===== config.mk =====
export PLATFORM = sky130hd
export DESIGN_NAME = instruction_fetch
export DESIGN_NICKNAME = d
export VERILOG_FILES = /design/src/rtl/pipeline_pkg.sv /design/src/rtl/fetch_buffer.sv /design/src/rtl/instruction_fetch.sv
export SDC_FILE = /design/constraint.sdc
export NUM_CORES = 1
export LEC_CHECK = 0
export CAP_MARGIN = 0
export CORE_ASPECT_RATIO = 0.7
export CORE_MARGIN = 5
export CORE_UTILIZATION = 50
export CTS_CLUSTER_DIAMETER = 100
export CTS_CLUSTER_SIZE = 8
export DETAILED_ROUTE_END_ITERATION = 16
export PLACE_DENSITY = 0.79
export SYNTH_ARGS = -nofsm -noshare
export SYNTH_HDL_FRONTEND = slang
export SYNTH_SLANG_ARGS = --single-unit

===== constraint.sdc =====
create_clock -name clk -period 5.46 [get_ports clk]
set_clock_uncertainty 0.15 [all_clocks]
set_input_delay 0.546 -clock clk [delete_from_list [all_inputs] [get_ports clk]]
set_output_delay 0.546 -clock clk [all_outputs]
set_load 0.01 [all_outputs]

===== src/rtl/pipeline_pkg.sv =====
// Shared definitions for the 16-bit pipelined core: widths, NOP encoding and
// the fetch-stage FSM state type.
package pipeline_pkg;
  localparam int ADDR_W  = 16;
  localparam int INSTR_W = 16;
  localparam logic [15:0] NOP = 16'h0000;

  typedef enum logic {
    FETCH = 1'b0,
    DRAIN = 1'b1
  } fetch_state_e;
endpackage


===== src/rtl/fetch_buffer.sv =====
// Small circular FIFO holding fetched {instruction, next PC} entries.
// A flush empties it and overrides any push in the same cycle.
module fetch_buffer #(
  parameter int DATA_W = 32,
  parameter int DEPTH  = 2,
  parameter int CNT_W  = $clog2(DEPTH + 1)
) (
  input  logic              clk,
  input  logic              rst,
  input  logic              i_push,
  input  logic              i_pop,
  input  logic              i_flush,
  input  logic [DATA_W-1:0] i_data,
  output logic [CNT_W-1:0]  o_count,
  output logic [DATA_W-1:0] o_head
);
  localparam int PTR_W = (DEPTH > 1) ? $clog2(DEPTH) : 1;

  logic [DATA_W-1:0] r_mem [DEPTH];
  logic [PTR_W-1:0]  r_rd_ptr;
  logic [PTR_W-1:0]  r_wr_ptr;
  logic [CNT_W-1:0]  r_count;
  logic              w_push;
  logic              w_pop;

  // Pointers wrap explicitly so DEPTH need not be a power of two.
  function automatic logic [PTR_W-1:0] ptr_inc(input logic [PTR_W-1:0] p);
    return (p == PTR_W'(DEPTH - 1)) ? '0 : p + 1'b1;
  endfunction

  assign w_pop  = i_pop && (r_count != '0);
  assign w_push = i_push && ((r_count != CNT_W'(DEPTH)) || w_pop);

  always_ff @(posedge clk or posedge rst) begin
    if (rst) begin
      r_rd_ptr <= '0;
      r_wr_ptr <= '0;
      r_count  <= '0;
    end else if (i_flush) begin
      r_rd_ptr <= '0;
      r_wr_ptr <= '0;
      r_count  <= '0;
    end else begin
      if (w_push) r_wr_ptr <= ptr_inc(r_wr_ptr);
      if (w_pop)  r_rd_ptr <= ptr_inc(r_rd_ptr);
      if (w_push && !w_pop)      r_count <= r_count + 1'b1;
      else if (w_pop && !w_push) r_count <= r_count - 1'b1;
    end
  end

  always_ff @(posedge clk) begin
    if (w_push && !i_flush) r_mem[r_wr_ptr] <= i_data;
  end

  assign o_count = r_count;
  assign o_head  = r_mem[r_rd_ptr];
endmodule


===== src/rtl/instruction_fetch.sv =====
// Fetch stage: PC, req/ack instruction-memory interface, redirect handling and
// the fetch buffer that feeds decode.
module instruction_fetch #(
  parameter int                ADDR_W    = pipeline_pkg::ADDR_W,
  parameter int                INSTR_W   = pipeline_pkg::INSTR_W,
  parameter logic [ADDR_W-1:0] RESET_PC  = '0,
  parameter int                BUF_DEPTH = 2
) (
  input  logic               clk,
  input  logic               rst,
  output logic               imem_req_if,
  output logic [ADDR_W-1:0]  imem_addr_if,
  input  logic               imem_ack,
  input  logic [INSTR_W-1:0] imem_data,
  input  logic               stall_id,
  input  logic               branch_prediction_bp,
  input  logic [ADDR_W-1:0]  target_address_id,
  input  logic               redirect_ex,
  input  logic [ADDR_W-1:0]  redirect_addr_ex,
  output logic [INSTR_W-1:0] instruction_if,
  output logic [ADDR_W-1:0]  next_program_counter_if,
  output logic               valid_if
);
  import pipeline_pkg::*;

  localparam int ENTRY_W = INSTR_W + ADDR_W;
  localparam int CNT_W   = $clog2(BUF_DEPTH + 1);

  fetch_state_e       r_state;
  fetch_state_e       w_state_nxt;
  logic [ADDR_W-1:0]  r_pc;
  logic [ADDR_W-1:0]  r_drain_addr;
  logic [ADDR_W-1:0]  w_pc_inc;
  logic [ADDR_W-1:0]  w_redir_addr;
  logic               w_redir;
  logic               w_req;
  logic [ADDR_W-1:0]  w_addr;
  logic               w_ack;
  logic               w_push;
  logic               w_pop;
  logic [CNT_W-1:0]   w_count;
  logic [ENTRY_W-1:0] w_head;

  assign w_redir      = redirect_ex | branch_prediction_bp;
  assign w_redir_addr = redirect_ex ? redirect_addr_ex : target_address_id;
  assign w_pc_inc     = r_pc + 1'b1;

  // Requests are gated off while reset is held; stray acks then do nothing.
  assign imem_req_if  = w_req & ~rst;
  assign imem_addr_if = w_addr;
  assign w_ack        = imem_ack & imem_req_if;
  assign w_push       = (r_state == FETCH) && w_ack;
  assign w_pop        = valid_if && !stall_id;

  always_ff @(posedge clk or posedge rst) begin
    if (rst) r_state <= FETCH;
    else     r_state <= w_state_nxt;
  end

  // A request raised this cycle cannot be withdrawn, so a redirect without a
  // same-cycle ack must wait for it in DRAIN.
  always_comb begin
    w_state_nxt = r_state;
    case (r_state)
      FETCH:   if (w_redir && imem_req_if && !w_ack) w_state_nxt = DRAIN;
      DRAIN:   if (w_ack) w_state_nxt = FETCH;
      default: w_state_nxt = FETCH;
    endcase
  end

  // In FETCH no push happens while a request is outstanding, so the count
  // cannot reach BUF_DEPTH mid-request and the request stays asserted.
  always_comb begin
    w_req  = 1'b0;
    w_addr = r_pc;
    case (r_state)
      FETCH: begin
        w_req  = (w_count < CNT_W'(BUF_DEPTH));
        w_addr = r_pc;
      end
      DRAIN: begin
        w_req  = 1'b1;
        w_addr = r_drain_addr;
      end
      default: begin
        w_req  = 1'b0;
        w_addr = r_pc;
      end
    endcase
  end

  always_ff @(posedge clk or posedge rst) begin
    if (rst) begin
      r_pc         <= RESET_PC;
      r_drain_addr <= RESET_PC;
    end else begin
      if (w_redir)     r_pc <= w_redir_addr;
      else if (w_push) r_pc <= w_pc_inc;
      if (r_state == FETCH && w_state_nxt == DRAIN) r_drain_addr <= r_pc;
    end
  end

  fetch_buffer #(
    .DATA_W (ENTRY_W),
    .DEPTH  (BUF_DEPTH),
    .CNT_W  (CNT_W)
  ) u_fetch_buffer (
    .clk     (clk),
    .rst     (rst),
    .i_push  (w_push),
    .i_pop   (w_pop),
    .i_flush (w_redir),
    .i_data  ({imem_data, w_pc_inc}),
    .o_count (w_count),
    .o_head  (w_head)
  );

  assign valid_if                = (w_count != '0);
  assign instruction_if          = valid_if ? w_head[ENTRY_W-1:ADDR_W] : INSTR_W'(NOP);
  assign next_program_counter_if = valid_if ? w_head[ADDR_W-1:0] : '0;
endmodule


======== After elaboration in Yosys (flattened, before gate mapping) ========
Memory sizes are Yosys's and may differ from the RTL's.
Cells that the tools add are included.
word-level totals
  bits of input ports ..................... 54
  output and inout bits ................... 50
  latch bits .............................. 0
  bits in read-only memories .............. 0
  flip-flop bits (word level) ............. 37
  bits in writable memories ............... 64
  word-level logic and storage cells ...... 61
  memories ................................ 1
memories
  name                  words  bits a word  rd ports  clocked after Yosys merged registers in  write ports  RTL line            RTL
  u_fetch_buffer.r_mem  2      32           1         0                                        1            fetch_buffer.sv:19  logic [DATA_W-1:0] r_mem [DEPTH];
cells by class
  bitwise gates (word level) .............. 5
  add/subtract/negate cells ............... 5
  divide/modulo/power cells ............... 0
  equal/unequal tests ..................... 1
  shift-type cells ........................ 0
  order comparisons ....................... 1
  mux-type cells .......................... 21
  reduce and logical (&&, ||, !) cells .... 21
  $mul .................................... 0
operator list
  cell                                                count
  2-to-1 mux 16 bit                                   5
  case mux 16 bit (2 select lines)                    1
  adder 16 x 1 -> 16 bit (second input constant)      1
  logical AND 1 bit                                   10
  2-to-1 mux 1 bit                                    10
  nonzero test 2 bit                                  4
  2-to-1 mux 2 bit                                    3
  logical NOT 1 bit                                   5
  case mux 1 bit (2 select lines)                     2
  nonzero test 3 bit                                  1
  adder 1 bit (second input constant)                 2
  adder 2 x 1 -> 2 bit (second input constant)        1
  bitwise AND 1 bit                                   2
  less-than comparator 2 bit (second input constant)  1
  != test 2 bit (second input constant)               1
  inverter 1 bit                                      2
  subtractor 2 x 1 -> 2 bit (second input constant)   1
  logical OR 1 bit                                    1
  OR 1 bit                                            1

======== Longest topological paths before layout ========
  depth after elaboration ................. 11
  mapped depth ............................ 8

======== Modules after synthesis ========
Synthesis repeated with hierarchy kept, for this count alone.
unflattened totals
  cells, all modules ...................... 387
  area, all modules ....................... 4,873.4 µm²
modules (own cells, without submodules)
  module             times used  cells each  area each (µm²)  seq. area each (µm²)
  fetch_buffer       1           128         2,551.2          2,021.9
  instruction_fetch  1           259         2,322.2          825.8

======== Least setup slack after synthesis ========
OpenSTA, ideal clock, no wires.
  kind .................................... input to register
  from .................................... in branch_prediction_bp
  to ...................................... mem u_fetch_buffer.r_mem[0][0], enable pin
  library setup time ...................... 0.461 ns
  path buffers ............................ 2
  data arrival time ....................... 3.425 ns
  slack ................................... 1.424 ns
  stages on the path ...................... 4
  cell sequence ........................... or2_2 -> clkbuf_1 -> clkbuf_1 -> nor3_1
on the way
  longest elaborated chain between the ends .. 5
RTL lines
  element                                 RTL line                 RTL
  from (decl)                             instruction_fetch.sv:16  input logic branch_prediction_bp,
  OR 1 bit                                instruction_fetch.sv:44  assign w_redir = redirect_ex | branch_prediction_bp;
  logical NOT 1 bit                       fetch_buffer.sv:52       if (w_push && !i_flush) r_mem[r_wr_ptr] <= i_data;
  logical AND 1 bit                       fetch_buffer.sv:52
  2-to-1 mux 1 bit                        fetch_buffer.sv:52
  2-to-1 mux 1 bit (not written as such)  fetch_buffer.sv:52
  to (decl)                               fetch_buffer.sv:19
Every way passes these cells.

======== Worst setup path after layout ========
  from .................................... in redirect_ex
  to ...................................... reg r_drain_addr[4]
on the way
  longest elaborated chain between the ends .. 6
RTL lines
  element                          RTL line                 RTL
  from (decl)                      instruction_fetch.sv:18  input logic redirect_ex,
  OR 1 bit                         instruction_fetch.sv:44
  logical AND 1 bit (2 in a row)   instruction_fetch.sv:65  FETCH: if (w_redir && imem_req_if && !w_ack) w_state_nxt = DRAIN;
  2-to-1 mux 1 bit                 instruction_fetch.sv:65
  case mux 1 bit (2 select lines)  instruction_fetch.sv:64  case (r_state)
  logical AND 1 bit                instruction_fetch.sv:99  if (r_state == FETCH && w_state_nxt == DRAIN) r_drain_addr <= r_pc;
  to (signal assigned)             instruction_fetch.sv:99
  to (decl)                        instruction_fetch.sv:32  logic [ADDR_W-1:0] r_drain_addr;
Every way passes these cells.
A chain may end at the register's enable or synchronous reset.

==> run_results.csv <==
group,metric,value,unit
routing,post_drt_via_cell_ratio,5.45,
routing,vias,3301,
clock_tree,htree_levels,3,
worst_setup_path,worstSetupStartpointType,"primary input",
pwr,irDropWorstVdd,0.166,mV
status,status,"completed",
place,dp_hpwl,7550,um
place,io_buffers,103,
timing,hold_viol,0,
synthesis,synthTopCellsByCount,"edfxtp_1 (64), nor2_1 (44), dfrtp_1 (37)",
clock_tree,clk_pin_slew,0.07,ns
global_routing,grt_antenna_before_repair,0,
worst_setup_path,worstPathMaxFanout,23,
die,chipHeight,92.4,um
clock_tree,clockRootBuffer,"clkbuf_16",
pwr,power.switching,0.508,mW
clock_tree,clockBufferDepth,2,
timing,rsz0062_at_grt,"no",
pwr,p_clk_share,32.4,%
routing,drt-wirelength-per-cell,17.8,um
worst_setup_path,crit_required,5.54,ns
timing,slew-limit-headroom,26.2,%
die,dieArea,0.0118,sq mm
synthesis,synth_area_per_cell,12.7,sq um
routing,drc,0,
pwr,power.density,307,mW/mm^2
synthesis,netlist_area,0.00485,sq mm
synthesis,synth_nets,438,
timing,drv_slew,0,
pwr,cellLeakagePower,2.16,nW
timing,tns,0,ns
synthesis,synth_most_common_cell,"edfxtp_1",
clock_tree,ctsHoldBuffers,0,
pwr,switching_share,26.5,%
clock_tree,postCtsSetupRepairBufs,0,
synthesis,ys_ff_latch,101,
synthesis,yosysTopAreaCell,"edfxtp_1",
routing,first_pass_iters,5,
cells_and_area,diodes,0,
synthesis,asyncSetResetFlopFracSynth,36.6,%
synthesis,ys_seq_area_share,58.8,%
timing,finalCriticalPeriod,3.33,ns
die,core_area,0.00957,sq mm
place,gp_congestion,0.894,
cells_and_area,drive_above_1_share,12.6,%
timing,worst_slew_pin_slew,1.10,ns
timing,finalCritPeriodShare,61.0,%
hold_path,hold_class,"reg2reg",
worst_setup_path,crit_arrival,3.40,ns
die,io_pins,104,
clock_tree,cts_buffers,9,
cells_and_area,nNetsFinal,529,
routing,drt_iter0_drc,301,
global_routing,grt_max_degree,38,
global_routing,grt_pass1_vias,3290,
clock_tree,cts_tree,"done",
clock_tree,clock-sinks,101,
die,die_width,128,um
run,maxCapViolations,0,
worst_setup_path,path_class,"in2reg",
cells_and_area,design_area,0.00623,sq mm
worst_setup_path,setup.worst_path.end_class,"register",
synthesis,synth_edf_count,64,
synthesis,yosys_most_used_dff,"edfxtp_1",
routing,ant_nets,0,
global_routing,grt_overflow,0,
clock_tree,cts_resized,0,
timing,fmax,300,MHz
cells_and_area,syn_to_final_growth,28.6,%
global_routing,grt.total_usage,18.7,%
clock_tree,insertion_delay,0.35,ns
synthesis,yosysUniqueCellTypes,52,
cells_and_area,fin_util,65.1,%
routing,routed_wl,10800,um
place,dpl-instance-area,0.00594,sq mm
cells_and_area,layout.cells.non_filler,606,
pwr,power.share.sequential,49.1,%
synthesis,post-synth-top-area-fraction,39.6,%
synthesis,synthTopCellsByArea,"edfxtp_1 (40%), dfrtp_1 (19%), mux2i_1 (7.4%)",
pwr,combPwrFrac,18.6,%
place,place_inst,590,
global_routing,grt_first_pass_wirelength,17100,um
die,rows,30,
synthesis,yosysWarnings,0,
timing,setup_viol,0,
die,floorplan.initialDensity,50.6,%
pwr,intPower,1.41,mW
synthesis,synthCells,382,
## cell families after synthesis
group	count (synthesis)	synth area share, %
and+or+nand+nor	104	12.0
DFF	101	58.8
muxes	65	14.2
AOI/OAI and AO/OA	49	6.51
buffers and inverters	37	3.77
xor gates and xnor gates	24	4.34
adders and majority gates	2	0.516
## registers in the layout, summed over array words and instances (netlist names)
signal and count:
u_fetch_buffer.r_mem 64, r_drain_addr 16, r_pc 16, u_fetch_buffer.o_count 2
r_state 1, u_fetch_buffer.r_rd_ptr 1, u_fetch_buffer.r_wr_ptr 1
## stage by stage
step | worst slack [ns] | total power [mW] | hold WS, ns
after global routing | 1.87 | 1.99 | 0.352
after detailed placement | 1.77 | 1.31 | 0.325
after CTS | 2.12 | 1.93 | 0.339
after global placement | 1.90 | 1.30 | 0.315
final | 2.13 | 1.92 | 0.341
after floorplan | 1.42 | 1.14 | 0.302
## area by class of cell
| type | instances | area (sq um) |
|---|---|---|
| Sequential cell | 101 | 2850 |
| Tap cell | 128 | 160 |
| Inverter | 9 | 35.0 |
| Multi-Input combinational cell | 244 | 1820 |
| Fill cell | 733 | 3340 |
| Timing Repair Buffer | 108 | 1070 |
| Clock buffer | 9 | 225 |
| Clock inverter | 7 | 72.6 |
## routing by layer
metal / up-vias / wire length (um) / share of wire, % / GRT usage [%]
met1: 1589 / 4870 / 45 / 25.4
met4: 0 / 153 / 1.4 / 6.27
met3: 12 / 817 / 7.6 / 5.30
met5: - / 0 / 0 / 0
li1: 1581 / - / - / -
met2: 119 / 4950 / 46 / 29.0
## power groups by stage
| stage | sequential (mW) | clock (mW) | combinational, mW |
|---|---|---|---|
| 6_report | 0.941 | 0.620 | 0.356 |
| 5_1_grt | 0.947 | 0.662 | 0.384 |
| 4_1_cts | 0.939 | 0.632 | 0.359 |
| 3_5_place_dp | 0.954 | 0 | 0.355 |
| 3_3_place_gp | 0.951 | 0 | 0.348 |
| 2_1_floorplan | 0.918 | 0 | 0.218 |
## path summary, 6_finish.rpt
check                                           to  cells past startpoint  slack (ns)             from
min                                r_drain_addr[5]                      1        0.34  r_drain_addr[5]
min reg2reg                        r_drain_addr[5]                      1        0.34  r_drain_addr[5]
max in group asynchronous  u_fetch_buffer.r_rd_ptr                      3        4.26              rst
max                                r_drain_addr[4]                      5        2.13      redirect_ex
max reg2reg                        r_drain_addr[4]                      4        2.40          r_state
min in group asynchronous                  r_state                      3        0.53              rst
## critical path: stages
cell,delay [ns]
clkdlybuf4s50_1,0.94
nor2_1,0.32
buf_4,0.26
nor4b_4,0.90
mux2_2,0.43
## cell usage in the layout, fill, tap and decap left out, drive strengths merged, types with 5 or more instances in the layout
cell	synthesis	final
nor2b	5	5
clkdlybuf4s50	0	103
xnor2	15	15
inv	7	12
mux2i	36	36
a211oi	5	5
nor3	7	7
a21oi	13	13
nand2	13	13
xor2	9	9
o22ai	7	7
edfxtp	64	64
mux2	29	29
dfrtp	37	37
nor2	44	44
nand4	8	8
clkbuf	14	9
o21ai	9	9
buf	14	5
nand3	6	6
No activity file was read; power rests on OpenSTA's default activity.
